`src/rtl/multicycle_alu_control.sv`:
```
// Multicycle MIPS control FSM: Moore-decoded datapath controls, ALU op select,
// illegal-instruction flag and a retired-instruction counter.
module multicycle_alu_control #(
  parameter int CNT_WIDTH = 32
) (
  input  logic                 clk,
  input  logic                 rst_n,
  input  logic                 run,
  input  logic [5:0]           opcode,
  input  logic [5:0]           funct,
  input  logic                 zero_flag,
  output logic [1:0]           alu_sel,
  output logic                 alu_src_a,
  output logic [1:0]           alu_src_b,
  output logic                 pc_write,
  output logic [1:0]           pc_source,
  output logic                 iord,
  output logic                 mem_read,
  output logic                 mem_write,
  output logic                 ir_write,
  output logic                 reg_dst,
  output logic                 mem_to_reg,
  output logic                 reg_write,
  output logic                 illegal_op,
  output logic [3:0]           state_dbg,
  output logic [CNT_WIDTH-1:0] instr_count
);

  typedef enum logic [3:0] {
    S_IDLE      = 4'd0,
    S_FETCH     = 4'd1,
    S_DECODE    = 4'd2,
    S_MEM_ADDR  = 4'd3,
    S_MEM_READ  = 4'd4,
    S_MEM_WB    = 4'd5,
    S_MEM_WRITE = 4'd6,
    S_EXECUTE   = 4'd7,
    S_R_WB      = 4'd8,
    S_BRANCH    = 4'd9,
    S_JUMP      = 4'd10,
    S_ADDI_EXEC = 4'd11,
    S_ADDI_WB   = 4'd12
  } state_t;

  state_t         state_r, next_s;
  logic [1:0]     sel_r, funct_sel_s;
  logic           funct_ok_s, done_s, latch_sel_s;

  // R-type function field to ALU select mapping
  always_comb begin
    funct_sel_s = 2'b00;
    funct_ok_s  = 1'b1;
    case (funct)
      6'h20:   funct_sel_s = 2'b00;
      6'h22:   funct_sel_s = 2'b01;
      6'h24:   funct_sel_s = 2'b10;
      6'h25:   funct_sel_s = 2'b11;
      default: funct_ok_s  = 1'b0;
    endcase
  end

  // Next-state and Moore output decode (pc_write in BRANCH, illegal_op in DECODE excepted)
  always_comb begin
    next_s      = S_IDLE;
    done_s      = 1'b0;
    latch_sel_s = 1'b0;
    alu_sel     = 2'b00;
    alu_src_a   = 1'b0;
    alu_src_b   = 2'b00;
    pc_write    = 1'b0;
    pc_source   = 2'b00;
    iord        = 1'b0;
    mem_read    = 1'b0;
    mem_write   = 1'b0;
    ir_write    = 1'b0;
    reg_dst     = 1'b0;
    mem_to_reg  = 1'b0;
    reg_write   = 1'b0;
    illegal_op  = 1'b0;
    case (state_r)
      S_FETCH: begin
        mem_read  = 1'b1;
        ir_write  = 1'b1;
        pc_write  = 1'b1;
        alu_src_b = 2'b01;
        next_s    = S_DECODE;
      end
      S_DECODE: begin
        alu_src_b = 2'b11;
        case (opcode)
          6'h23, 6'h2B: next_s = S_MEM_ADDR;
          6'h04:        next_s = S_BRANCH;
          6'h02:        next_s = S_JUMP;
          6'h08:        next_s = S_ADDI_EXEC;
          6'h00: begin
            if (funct_ok_s) begin
              next_s      = S_EXECUTE;
              latch_sel_s = 1'b1;
            end else begin
              next_s      = S_FETCH;
              illegal_op  = 1'b1;
            end
          end
          default: begin
            next_s     = S_FETCH;
            illegal_op = 1'b1;
          end
        endcase
      end
      S_MEM_ADDR: begin
        alu_src_a = 1'b1;
        alu_src_b = 2'b10;
        if (opcode == 6'h2B) begin
          next_s = S_MEM_WRITE;
        end else begin
          next_s = S_MEM_READ;
        end
      end
      S_MEM_READ: begin
        mem_read = 1'b1;
        iord     = 1'b1;
        next_s   = S_MEM_WB;
      end
      S_MEM_WB: begin
        reg_write  = 1'b1;
        mem_to_reg = 1'b1;
        done_s     = 1'b1;
      end
      S_MEM_WRITE: begin
        mem_write = 1'b1;
        iord      = 1'b1;
        done_s    = 1'b1;
      end
      S_EXECUTE: begin
        alu_src_a = 1'b1;
        alu_sel   = sel_r;
        next_s    = S_R_WB;
      end
      S_R_WB: begin
        reg_write = 1'b1;
        reg_dst   = 1'b1;
        done_s    = 1'b1;
      end
      S_BRANCH: begin
        alu_src_a = 1'b1;
        alu_sel   = 2'b01;
        pc_source = 2'b01;
        pc_write  = zero_flag;
        done_s    = 1'b1;
      end
      S_JUMP: begin
        pc_source = 2'b10;
        pc_write  = 1'b1;
        done_s    = 1'b1;
      end
      S_ADDI_EXEC: begin
        alu_src_a = 1'b1;
        alu_src_b = 2'b10;
        next_s    = S_ADDI_WB;
      end
      S_ADDI_WB: begin
        reg_write = 1'b1;
        done_s    = 1'b1;
      end
      default: begin
        // IDLE and the unused codes share the wait-for-run behaviour
        if (run) begin
          next_s = S_FETCH;
        end else begin
          next_s = S_IDLE;
        end
      end
    endcase
    if (done_s) begin
      if (run) begin
        next_s = S_FETCH;
      end else begin
        next_s = S_IDLE;
      end
    end else begin
      next_s = next_s;
    end
  end

  // State, latched ALU select and retired-instruction counter
  always_ff @(posedge clk) begin
    if (!rst_n) begin
      state_r     <= S_IDLE;
      sel_r       <= 2'b00;
      instr_count <= {CNT_WIDTH{1'b0}};
    end else begin
      state_r <= next_s;
      if (latch_sel_s) begin
        sel_r <= funct_sel_s;
      end
      if (done_s) begin
        instr_count <= instr_count + {{(CNT_WIDTH-1){1'b0}}, 1'b1};
      end
    end
  end

  assign state_dbg = state_r;

endmodule

```
`config.mk`:
```
export PLATFORM = sky130hd
export DESIGN_NAME = multicycle_alu_control
export DESIGN_NICKNAME = d
export VERILOG_FILES = /design/src/rtl/multicycle_alu_control.sv
export SDC_FILE = /design/constraint.sdc
export NUM_CORES = 1
export LEC_CHECK = 0
export ABC_AREA = 1
export BUFFER_PORTS_ARGS = -buffer_cell sky130_fd_sc_hd__buf_2
export CAP_MARGIN = 20
export CORE_MARGIN = 2
export CORE_UTILIZATION = 50
export DETAILED_ROUTE_END_ITERATION = 7
export PLACE_DENSITY = 0.85
export SYNTH_ARGS = -nofsm -noshare
export SYNTH_HDL_FRONTEND = slang
export SYNTH_SLANG_ARGS = --single-unit
export TNS_END_PERCENT = 50
```
`constraint.sdc`:
```
create_clock -name clk -period 2.1 [get_ports clk]
set_clock_uncertainty 0.05 [all_clocks]
set_input_delay 0.63 -clock clk [delete_from_list [all_inputs] [get_ports clk]]
set_output_delay 0.63 -clock clk [all_outputs]
set_load 0.01 [all_outputs]
```
# After elaboration in Yosys (flattened, before gate mapping)
# Cells that the tools add are included.
# totals
ff_bits,38
latch_bits,0
mem_bits_rw,0
mem_bits_ro,0
inputBits,16
out_inout_bits,52
wordCells,63
mem_count,0
# op_classes
add_sub_neg,1
mul,0
div_mod_pow,0
magnitude_cmp,0
eq_ne,21
n_shift,0
muxes,27
bitwise_logic,0
n_reduce_logical,11
# op_table
op,n
$eq A6 B6 Y1 const B,6
$add A32 B1 Y32 const B,1
$pmux W4 S7,1
$eq A4 B4 Y1 const B,5
$pmux W4 S5,1
$eq A4 B3 Y1 const B,4
$mux W1,16
$pmux W2 S3,2
$reduce_or A2 Y1,5
$eq A4 B2 Y1 const B,2
$pmux W2 S2,2
$reduce_or A4 Y1,2
$eq A6 B2 Y1 const B,1
$eq A6 B3 Y1 const B,1
$eq A6 B4 Y1 const B,1
$logic_not A6 Y1,1
$reduce_or A6 Y1,1
$reduce_or A5 Y1,1
$eq A4 B1 Y1 const B,1
$mux W4,1
$pmux W1 S2,2
$mux W3,1
$reduce_or A3 Y1,1
$mux W2,1

# Logic depth before layout (Yosys ltp)
# Gate-level depths: netlist of run 1.
# logic_depth
ltp_word,7
depth_mapped,11
ltp_nobuf,10

# Worst setup path after synthesis of run 1
# Ideal clock, no wire load.
# synth_path
path_kind,in2out
from,input port opcode[2]
to,output port illegal_op
arrival_ps,1310
required_ps,1420
setup_slack_ps,110
path_stages,8
path_buffers,0
cell_sequence,inv_1 -> nand2_1 -> nor2_1 -> nand3_1 -> nand2_1 -> nor3_1 -> nand2_1 -> a21oi_1
# synth_between
elab_chain_len,4
word_cells_on_any_way,9
classes_between,eq/ne (5); mux (2); reduce/logical (2)
# synth_lines
item,line,text
start: declaration,9,"input logic [5:0] opcode,"
"$eq A6 B6 Y1, or another cell as far along",90,case (opcode)
$reduce_or A5 Y1 (no source line),--,
$pmux W1 S2 (*),90,
$mux W1 (*),80,case (state_r)
end: declaration,24,"output logic illegal_op,"
# Every way passes the cells marked *; elsewhere a longest branch is shown, timed or not.

# Worst setup path after layout of run 1
# layout_path
from,input port opcode[5]
to,output port illegal_op
# Same word-level chain as after synthesis.

==> summary.md, run 1 <==
| Metric | Value |
|---|---|
| Run status | complete, but fails checks |
| Failing checks | setup timing |
| Mean Syn Cell Area | 5.65 sq um |
| Most frequent cells after synthesis | 188 x nand2_1, 75 x nor2_1, 42 x inv_1, 39 x a21oi_1, 38 x dfxtp_1 |
| First DRT Iteration DRCs | 187 |
| Fmax | 0.466 GHz |
| ANT cells | 0 |
| Critical Path AT | 1.47 ns |
| DP Wirelength | 5.40 mm |
| Effective utilization at floorplan | 51.8% |
| Cells after synthesis | 468 |
| Hold Crit Class | reg -> reg |
| Wirelength, routed | 7.12 mm |
| Residual DRC | 0 |
| Pin count of the biggest net entering global routing | 34 |
| Fin cells | 611 |
| Worst endpoint required time | 1.42 ns |
| DR WL/cell | 11.6 um |
| Mean number of vias per cell | 4.99 |
| Critical Path Max Stage Delay | 0.19 ns |
| Maxcap violations | 0 |
| Initial antenna violation count | 0 |
| Setup_tns | -0.0457 ns |
| Post-synth top area share | 28.7% |
| Final Max Tran Viols | 0 |
| Final GP Congestion | 0.941 |
| Layout cell share with drive strength beyond 1 | 22.0% |
| Max-slew headroom | 75.2% |
| ANT nets after route | 0 |
| Clock sink total | 38 |
| # hold bufs at CTS | 0 |
| Syn-to-layout area delta | 21.5% |
| Cell Area, Synth | 2650 sq um |
| Number of top-level pins | 68 |
| CP startpoint kind | input port |
| PortBufs | 67 |
| Measured slew at the worst slew-check pin | 0.372 ns |
| CTS root buffer | clkbuf_8 |
| Synth Flop Type | dfxtp_1 |
| Leak Pwr | 1.44 nW |
| Vias in the first global route | 2733 |
| Peak supply drop | 0.281 mV |
| WL met3 | 362 um |
| Clock transition at the registers of the reported paths | 0.06 ns |
| Core area | 5110 sq um |
| Post-synth EDFFs | 0 |
| Placed cells | 603 |
| Count leader, synth | nand2_1 |
| Min Tclk post-route | 2.15 ns |
| First-pass GRT wire length | 11.8 mm |
| Yosys warnings | 0 |
| Die height | 76.8 um |
| CTS tree | built |
| Fin util | 62.9% |
| Drt pass-1 iters | 6 |
| Die W | 76.8 um |
| Setup CP Type | in -> out |
| Synth area leader | dfxtp_1 |
| DR vias | 3046 |
| GRT overflow | 0 |
| Routed length on met1 | 3.16 mm |
| RSZ-0062 raised after global routing | true |
| Most used cell along the critical path | buf_2 |
| Final period util | 102% |
| DIE AREA | 5890 sq um |
| Sequential cell area fraction in the yosys report | 28.7% |
| Metal2 WL | 3.46 mm |
| Critical path's slowest cell | nor3_1 |
| Crit end category | primary output |
| Yosys reg bits | 38 |
| Final hold violation count | 0 |
| Clk buf depth | 2 |
| Nets@finish | 558 |
| Row cnt | 26 |
| CTS H-Tree Depth | 2 |
| Crit-path max FO | 3 |
| Final worst slack | -0.0457 ns |
| Total track usage | 24.2% |
| Worst-Skew Late Latency | 0.28 ns |
| Highest metal used | met4 |
| Setup-violating endpoint count in the final report | 1 |
| TritonCTS Buffers | 5 |
| Worst-path cell chain | buf_2 -> nor2_4 -> nand2_2 -> nor2_2 -> nor3_1 -> nand2_1 -> a21oi_1 -> buf_2 |
| Synth cell types | 28 |
| WHS | 0.429 ns |
| Power Dens Cells | 402 nW/um^2 |
| Synth top area cells | dfxtp_1 29%, nand2_1 27%, nor2_1 11%, a21oi_1 7.4%, inv_1 6.0% |
| Post-Syn Nets | 485 |
| FFs w/ async S/R, synth | 0% |
| Total power | 1.29 mW |
-- flip-flops by register name (all words and copies together) (netlist names) --
signal	count
state_dbg	4
sel_r	2
instr_count	32
-- through the flow --
step / worst slack, ns / cell area, sq um
CTS: -0.0308 / 3160
finish: -0.0457 / 3210
global route: -0.0728 / 3210
global placement: -0.0568 / 3060
floorplan: 0.110 / 2650
detailed placement: -0.0729 / 3060
-- final cells by class --
cell class | instances | area, sq um
fillers | 506 | 1890
flip-flops and latches | 38 | 767
clock inverters | 2 | 10.0
inverters | 51 | 199
repair buffers | 75 | 412
multi-input cells | 370 | 1670
well taps | 70 | 87.6
clock buffers | 5 | 68.8
-- worst paths after layout --
check	from	to	slack (ns)	cells past startpoint
setup reg to reg	state_dbg[2]$_SDFF_PP0_	instr_count[23]$_SDFFE_PN0P_	0.34	9
setup / recovery	opcode[5]	illegal_op	-0.05	8
hold reg to reg	sel_r[0]$_SDFFE_PN0P_	sel_r[0]$_SDFFE_PN0P_	0.43	2
hold / removal	sel_r[0]$_SDFFE_PN0P_	sel_r[0]$_SDFFE_PN0P_	0.43	2
-- kinds of logic (layout without fill, tap and decap cells) --
| kind of cell | Yosys count | after routing | synth area share, % |
|---|---|---|---|
| xor gates and xnor gates | 10 | 10 | 3.31 |
| and+or+nand+nor | 314 | 314 | 49.0 |
| buffers and inverters | 60 | 133 | 9.79 |
| AOI/OAI and AO/OA | 45 | 45 | 8.65 |
| adders and majority gates | 1 | 1 | 0.473 |
| DFF | 38 | 38 | 28.7 |
-- where the power goes --
part	total, mW	internal [mW]	switching, mW	leakage, nW
clock network	0.471	0.223	0.248	0.0438
registers	0.724	0.721	0.00278	0.308
logic	0.0968	0.0378	0.0591	1.08
-- worst max-delay path, delay by kind of cell --
family | cells | cell delay, ns
AND/OR/NAND/NOR | 5 | 0.45
AO/OA/AOI/OAI | 1 | 0.11
buffers and inverters | 2 | 0.26
-- routing by layer --
layer / vias up / track usage [%]
li1: 1592 / -
met1: 1338 / 30.4
met2: 105 / 42.1
met3: 11 / 3.53
met4: 0 / 8.55
met5: - / 0
-- timing repair --
| action | 4_1_cts | 5_1_grt |
|---|---|---|
| setup endpoints to repair | 4 | 5 |
| pin swaps | 1 | 1 |
| resized for setup | 9 | 15 |
| buffers inserted | 0 | 1 |
-- placed cells by master (no fill, tap or decap), drive strengths merged, types with 3 or more instances in the layout --
cell / n
nand3: 30
o21ai: 6
buf: 75
clkbuf: 5
nor2: 86
nand2: 191
inv: 50
a21oi: 39
clkinv: 3
xor2: 8
dfxtp: 38
(Power assumes the default switching activity.)
==> run 2: changes to the inputs <==
--- a/config.mk
+++ b/config.mk
@@ -9,7 +9,7 @@
 export BUFFER_PORTS_ARGS = -buffer_cell sky130_fd_sc_hd__buf_2
 export CAP_MARGIN = 20
 export CORE_MARGIN = 2
-export CORE_UTILIZATION = 50
+export CORE_UTILIZATION = 48
 export DETAILED_ROUTE_END_ITERATION = 7
 export PLACE_DENSITY = 0.85
 export SYNTH_ARGS = -nofsm -noshare
==> constraint.sdc (replaced) <==
create_clock -name clk -period 1.9 [get_ports clk]
set_clock_uncertainty 0.05 [all_clocks]
set_input_delay 0 -clock clk [delete_from_list [all_inputs] [get_ports clk]]
set_output_delay 0 -clock clk [all_outputs]
set_load 0.01 [all_outputs]
==> run 2 against run 1 <==
Effect of this change:
- routed wire length shrank 0.60%
- core utilization is 4.5 points lower
- flip-flop and latch count did not move
- non-clock buffer count shrank 1
- sequential power up 10%
- register-to-register slack worse by 0.18 ns
- clock power increased by 24%
- the run now ends clean
- critical path type is now reg -> reg
==> summary.md, run 2 (synthesis gave the netlist of run 1 again) <==
| Metric | Value |
|---|---|
| Measured slew at the worst slew-check pin | 0.345 ns |
| Reg2reg start | instr_count[1]$_SDFFE_PN0P_ |
| Setup CP Type | reg -> reg |
| Clk buf depth | 2 |
| Initial antenna violation count | 0 |
| Effective utilization at floorplan | 49.0% |
| TritonCTS Buffers | 5 |
| Min Tclk post-route | 1.74 ns |
| DP Wirelength | 5.58 mm |
| CTS H-Tree Depth | 2 |
| Most frequent cells in the layout | 188 x nand2_1, 75 x nor2_1, 67 x buf_2, 42 x inv_1, 39 x a21oi_1 |
| CTS tree | built |
| Power Dens Cells | 468 nW/um^2 |
| Critical Path Max Stage Delay | 0.42 ns |
| Row cnt | 27 |
| Pin count of the biggest net entering global routing | 26 |
| Setup_tns | 0 ns |
| Bufs and invs on worst path | 1 |
| Core area | 5410 sq um |
| Most used cell along the critical path | nand2_1 |
| ANT cells | 0 |
| Die W | 78.3 um |
| Residual DRC | 0 |
| WP depth | 8 |
| CTS root buffer | clkbuf_8 |
| Nets@finish | 557 |
| Final period util | 91.5% |
| Wirelength, routed | 7.07 mm |
| Drt pass-1 iters | 4 |
| Hold Crit Class | in -> reg |
| Maxcap violations | 0 |
| PortBufs | 67 |
| Layout filler cell count | 541 |
| Final Instance Area | 3160 sq um |
| Final GP Congestion | 0.940 |
| Top delay family on crit path | simple AND/OR/NAND/NOR gates |
| First DRT Iteration DRCs | 177 |
| Die height | 78.3 um |
| Clock sink total | 38 |
| Layout cell share with drive strength beyond 1 | 18.9% |
| Leak Pwr | 1.42 nW |
| Worst-case reg-to-reg path depth | 8 |
| Syn-to-layout area delta | 19.4% |
| Crit-path max FO | 5 |
| Worst-path cell chain | ha_1 -> inv_1 -> nor2_4 -> nand2_1 -> nor2_1 -> xor2_1 -> nand2_1 -> a21oi_1 |
| Crit end category | flop |
| Commonest non-fill, non-tap cell in the layout | nand2_1 |
| Final Max Tran Viols | 0 |
| Total track usage | 23.4% |
| Crit path launch | instr_count[1]$_SDFFE_PN0P_ |
| Run status | completed |
| Largest register FFs | 32 |
| Reg2reg end | instr_count[16]$_SDFFE_PN0P_ |
| Peak supply drop | 0.294 mV |
| Clock transition at the registers of the reported paths | 0.07 ns |
| Placed cell area | 3040 sq um |
| R2r setup slk | 0.16 ns |
| DIE AREA | 6120 sq um |
| Critical path's slowest cell | dfxtp_1 |
| DR WL/cell | 11.5 um |
| CP startpoint kind | flop |
| Worst endpoint required time | 2.07 ns |
| ANT nets after route | 0 |
| RSZ-0062 raised after global routing | false |
| Mean number of vias per cell | 4.97 |
| Vias in the first global route | 2674 |
| Worst-Skew Late Latency | 0.30 ns |
| First-pass GRT wire length | 11.7 mm |
| Setup-violating endpoint count in the final report | 0 |
| Max-slew headroom | 76.9% |
| Number of top-level pins | 68 |
| Critical Path AT | 1.91 ns |
| Worst setup path endpoint | instr_count[16]$_SDFFE_PN0P_ |
| Final hold violation count | 0 |
| Fmax | 0.575 GHz |
| DR vias | 3049 |
| GRT overflow | 0 |
| Top reg by flops | instr_count |
## run 2: changes by cell type in the layout (fill, tap and decap cells not counted), moves of 3 or more
cell / before / now
nor2_1: 70 / 75
buf_4: 8 / 4
nor2_4: 8 / 5
dfxtp_1: 35 / 38
nand2_1: 185 / 188
## run 2: per-layer routing
metal	global-route usage (%)	share of wire, %
met1	28.4	45
met2	40.8	48
met3	3.56	4.8
met4	10.7	2.5
met5	0	0
## run 2: area by class of cell
class	count	area, sq um	share of cell area, %
Timing Repair Buffer	74	397	12.6
Inverter	51	194	6.14
Clock buffer	7	86.3	2.73
Clock inverter	1	5.00	0.158
Multi-Input combinational cell	370	1630	51.5
Tap cell	72	90.1	2.85
Sequential cell	38	761	24.1
## run 2: worst min-delay path, stage by stage
cell	delay [ns]
buf_2	0.10
nand2_1	0.06
a21oi_1	0.04
nand2_1	0.06
a21oi_1	0.06
## run 2: how the worst min path moves through the flow
| stage | from | depth (start not counted) | slack [ns] | end |
|---|---|---|---|---|
| 2_1_floorplan | zero_flag | 2 | 0.08 | pc_write |
| 3_3_place_gp | zero_flag | 4 | 0.24 | pc_write |
| 3_5_place_dp | zero_flag | 4 | 0.24 | pc_write |
| 4_1_cts | funct[5] | 5 | 0.02 | sel_r[0]$_SDFFE_PN0P_ |
| 5_1_grt | funct[5] | 5 | 0.04 | sel_r[0]$_SDFFE_PN0P_ |
| 6_report | funct[5] | 5 | 0.02 | sel_r[0]$_SDFFE_PN0P_ |
## run 2: power by group
| part | leakage (nW) | switching [mW] | internal, mW |
|---|---|---|---|
| combinational | 1.07 | 0.0573 | 0.0366 |
| sequential | 0.306 | 0.00263 | 0.797 |
| clock | 0.0482 | 0.291 | 0.293 |
## run 2: repair_timing
item	in CTS	in global routing
endpoints found under the hold margin	7	0
hold buffers	2	0
buffers inserted	0	0
gates resized for setup	0	1
endpoints found under the setup margin	0	3
## run 2: metrics by stage
stage / util, % / worst slack (ns) / hold slack [ns] / instances / total power, mW
after CTS: 58.4 / 0.181 / 0.0184 / 613 / 1.48
after detailed placement: 56.3 / 0.205 / 0.239 / 603 / 0.909
final: 58.4 / 0.161 / 0.0219 / 613 / 1.48
after global placement: 56.3 / 0.285 / 0.242 / 603 / 0.906
after floorplan: - / 0.246 / 0.0835 / 468 / 0.870
after global routing: 58.4 / 0.0489 / 0.0422 / 613 / 1.52
==> run 3: changes to the inputs <==
--- a/config.mk
+++ b/config.mk
@@ -8,10 +8,12 @@
 export ABC_AREA = 1
 export BUFFER_PORTS_ARGS = -buffer_cell sky130_fd_sc_hd__buf_2
 export CAP_MARGIN = 20
+export CELL_PAD_IN_SITES_DETAIL_PLACEMENT = 0
+export CELL_PAD_IN_SITES_GLOBAL_PLACEMENT = 1
 export CORE_MARGIN = 2
-export CORE_UTILIZATION = 48
+export CORE_UTILIZATION = 32
 export DETAILED_ROUTE_END_ITERATION = 7
-export PLACE_DENSITY = 0.85
+export PLACE_DENSITY = 0.86
 export SYNTH_ARGS = -nofsm -noshare
 export SYNTH_HDL_FRONTEND = slang
 export SYNTH_SLANG_ARGS = --single-unit
==> run 3 against run 2 <==
Effect of this change:
- cell count up 5.5%
- combinational power up 2.3%
- routed wire length up 6.5%
- sequential power about the same
- critical path depth unchanged
- total power up 19%
- die area up 47%
- core utilization down 18 points
- setup slack better by 0.025 ns
==> summary.md, run 3 (synthesis gave the netlist of run 1 again) <==
| Metric | Value |
|---|---|
| CTS root buffer | clkbuf_8 |
| Pin count of the biggest net entering global routing | 26 |
| PortBufs | 67 |
| Setup-violating endpoint count in the final report | 0 |
| Number of top-level pins | 68 |
| Commonest non-fill, non-tap cell in the layout | nand2_1 |
| Critical Path AT | 1.90 ns |
| Final Max Tran Viols | 0 |
| Largest register FFs | 32 |
| Crit-path max FO | 6 |
| Setup_tns | 0 ns |
| Core area | 8130 sq um |
| Final hold violation count | 0 |
| Min Tclk post-route | 1.71 ns |
| ANT cells | 0 |
| Die W | 94.9 um |
| Vias in the first global route | 2551 |
| First-pass GRT wire length | 11.8 mm |
| Residual DRC | 0 |
| TritonCTS Buffers | 5 |
| DR vias | 2987 |
| Die height | 94.9 um |
| Most frequent cells in the layout | 188 x nand2_1, 75 x nor2_1, 67 x buf_2, 42 x inv_1, 39 x a21oi_1 |
| Clk buf depth | 2 |
| ANT nets after route | 0 |
| Effective utilization at floorplan | 32.5% |
| # Post-CTS Setup Buffers | 0 |
| WHS | 0.0340 ns |
| CTS H-Tree Depth | 2 |
| Reg2reg start | instr_count[1]$_SDFFE_PN0P_ |
| Nets@finish | 558 |
| Final period util | 90.3% |
| Worst endpoint required time | 2.09 ns |
| DR WL/cell | 11.6 um |
| Run status | completed |
| Leak Pwr | 1.45 nW |
| Measured slew at the worst slew-check pin | 0.381 ns |
| Crit path launch | instr_count[1]$_SDFFE_PN0P_ |
| GRT overflow | 0 |
| Hold Crit Class | in -> reg |
| Total track usage | 16.7% |
| Post-Place Worst Slack | 0.238 ns |
| Area of the multi-input gates | 1630 sq um |
| Layout cell share with drive strength beyond 1 | 18.8% |
| Worst-Skew Late Latency | 0.31 ns |
| Mean number of vias per cell | 4.62 |
| Peak supply drop | 0.266 mV |
| Crit end category | flop |
| Final worst slack | 0.185 ns |
| Setup CP Type | reg -> reg |
| Max-slew headroom | 74.5% |
| Final GP Congestion | 0.845 |
| Top reg by flops | instr_count |
| DP Wirelength | 5.90 mm |
| Layout filler cell count | 882 |
| First DRT Iteration DRCs | 96 |
| Reg area | 761 sq um |
| CTS tree | built |
| RSZ-0062 raised after global routing | false |
| Row cnt | 33 |
| Drt pass-1 iters | 4 |
| Total power | 1.75 mW |
| Initial antenna violation count | 0 |
| Wirelength, routed | 7.53 mm |
| DIE AREA | 9010 sq um |
| Clock transition at the registers of the reported paths | 0.09 ns |
| Fmax | 0.583 GHz |
| Syn-to-layout area delta | 23.5% |
| Maxcap violations | 0 |
| CP startpoint kind | flop |
| Power Dens Cells | 537 nW/um^2 |
| Hold Crit Start | funct[2] |
| Clock sink total | 38 |
-- run 3: cell count changes in the layout (fill, tap and decap cells not counted) --
cell | previous run | this run
clkbuf_8 | 6 | 5
dlygate4sd3_1 | 2 | 4
clkinv_4 | 0 | 1
clkbuf_1 | 1 | 0
buf_4 | 4 | 3
bufinv_16 | 0 | 2
clkinv_2 | 1 | 0
buf_12 | 0 | 1
buf_6 | 1 | 0
-- run 3: per-layer routing --
| layer | share of wire [%] | GRT usage [%] | vias up | routed length [um] |
|---|---|---|---|---|
| met5 | 0 | 0 | - | 0 |
| met4 | 2.2 | 7.00 | 0 | 165 |
| met3 | 3.9 | 3.43 | 11 | 292 |
| met2 | 48 | 28.4 | 57 | 3650 |
| met1 | 45 | 20.5 | 1324 | 3420 |
| li1 | - | - | 1595 | - |
-- run 3: per-stage QoR --
stage,utilization (%),area [sq um],instances
floorplan,-,2650,468
global placement,38.0,3090,635
detailed placement,38.0,3090,635
CTS,40.2,3270,647
global route,40.2,3270,647
finish,40.2,3270,647
-- run 3: final timing paths --
check,to,slack [ns],cells past startpoint
min reg2reg,sel_r[1]$_SDFFE_PN0P_,0.41,2
max reg2reg,instr_count[12]$_SDFFE_PN0P_,0.19,8
min,sel_r[1]$_SDFFE_PN0P_,0.03,5
max,instr_count[12]$_SDFFE_PN0P_,0.19,8
-- run 3: layout make-up --
cell class / count / share of cell area (%)
flip-flops and latches: 38 / 23.3
well taps: 105 / 4.02
repair buffers: 75 / 12.8
clock inverters: 3 / 2.11
inverters: 51 / 5.93
multi-input cells: 370 / 49.8
clock buffers: 5 / 2.11
-- run 3: repair_timing --
item,4_1_cts,5_1_grt
hold endpoints to repair,10,0
hold buffers,4,0
gates resized for setup,0,0
-- run 3: worst max-delay path, cell delays in order, from the launching register on --
cell and delay (ns):
dfxtp_1 0.40, ha_1 0.28, inv_1 0.10, nor2_4 0.18, inv_1 0.06, nor2_1 0.20, xor2_1 0.19, nand2_1 0.07
a21oi_1 0.11
-- run 3: where the power goes --
part	switching (mW)	internal, mW
registers	0.00295	0.797
clock network	0.332	0.527
logic	0.0581	0.0380
total	0.393	1.36
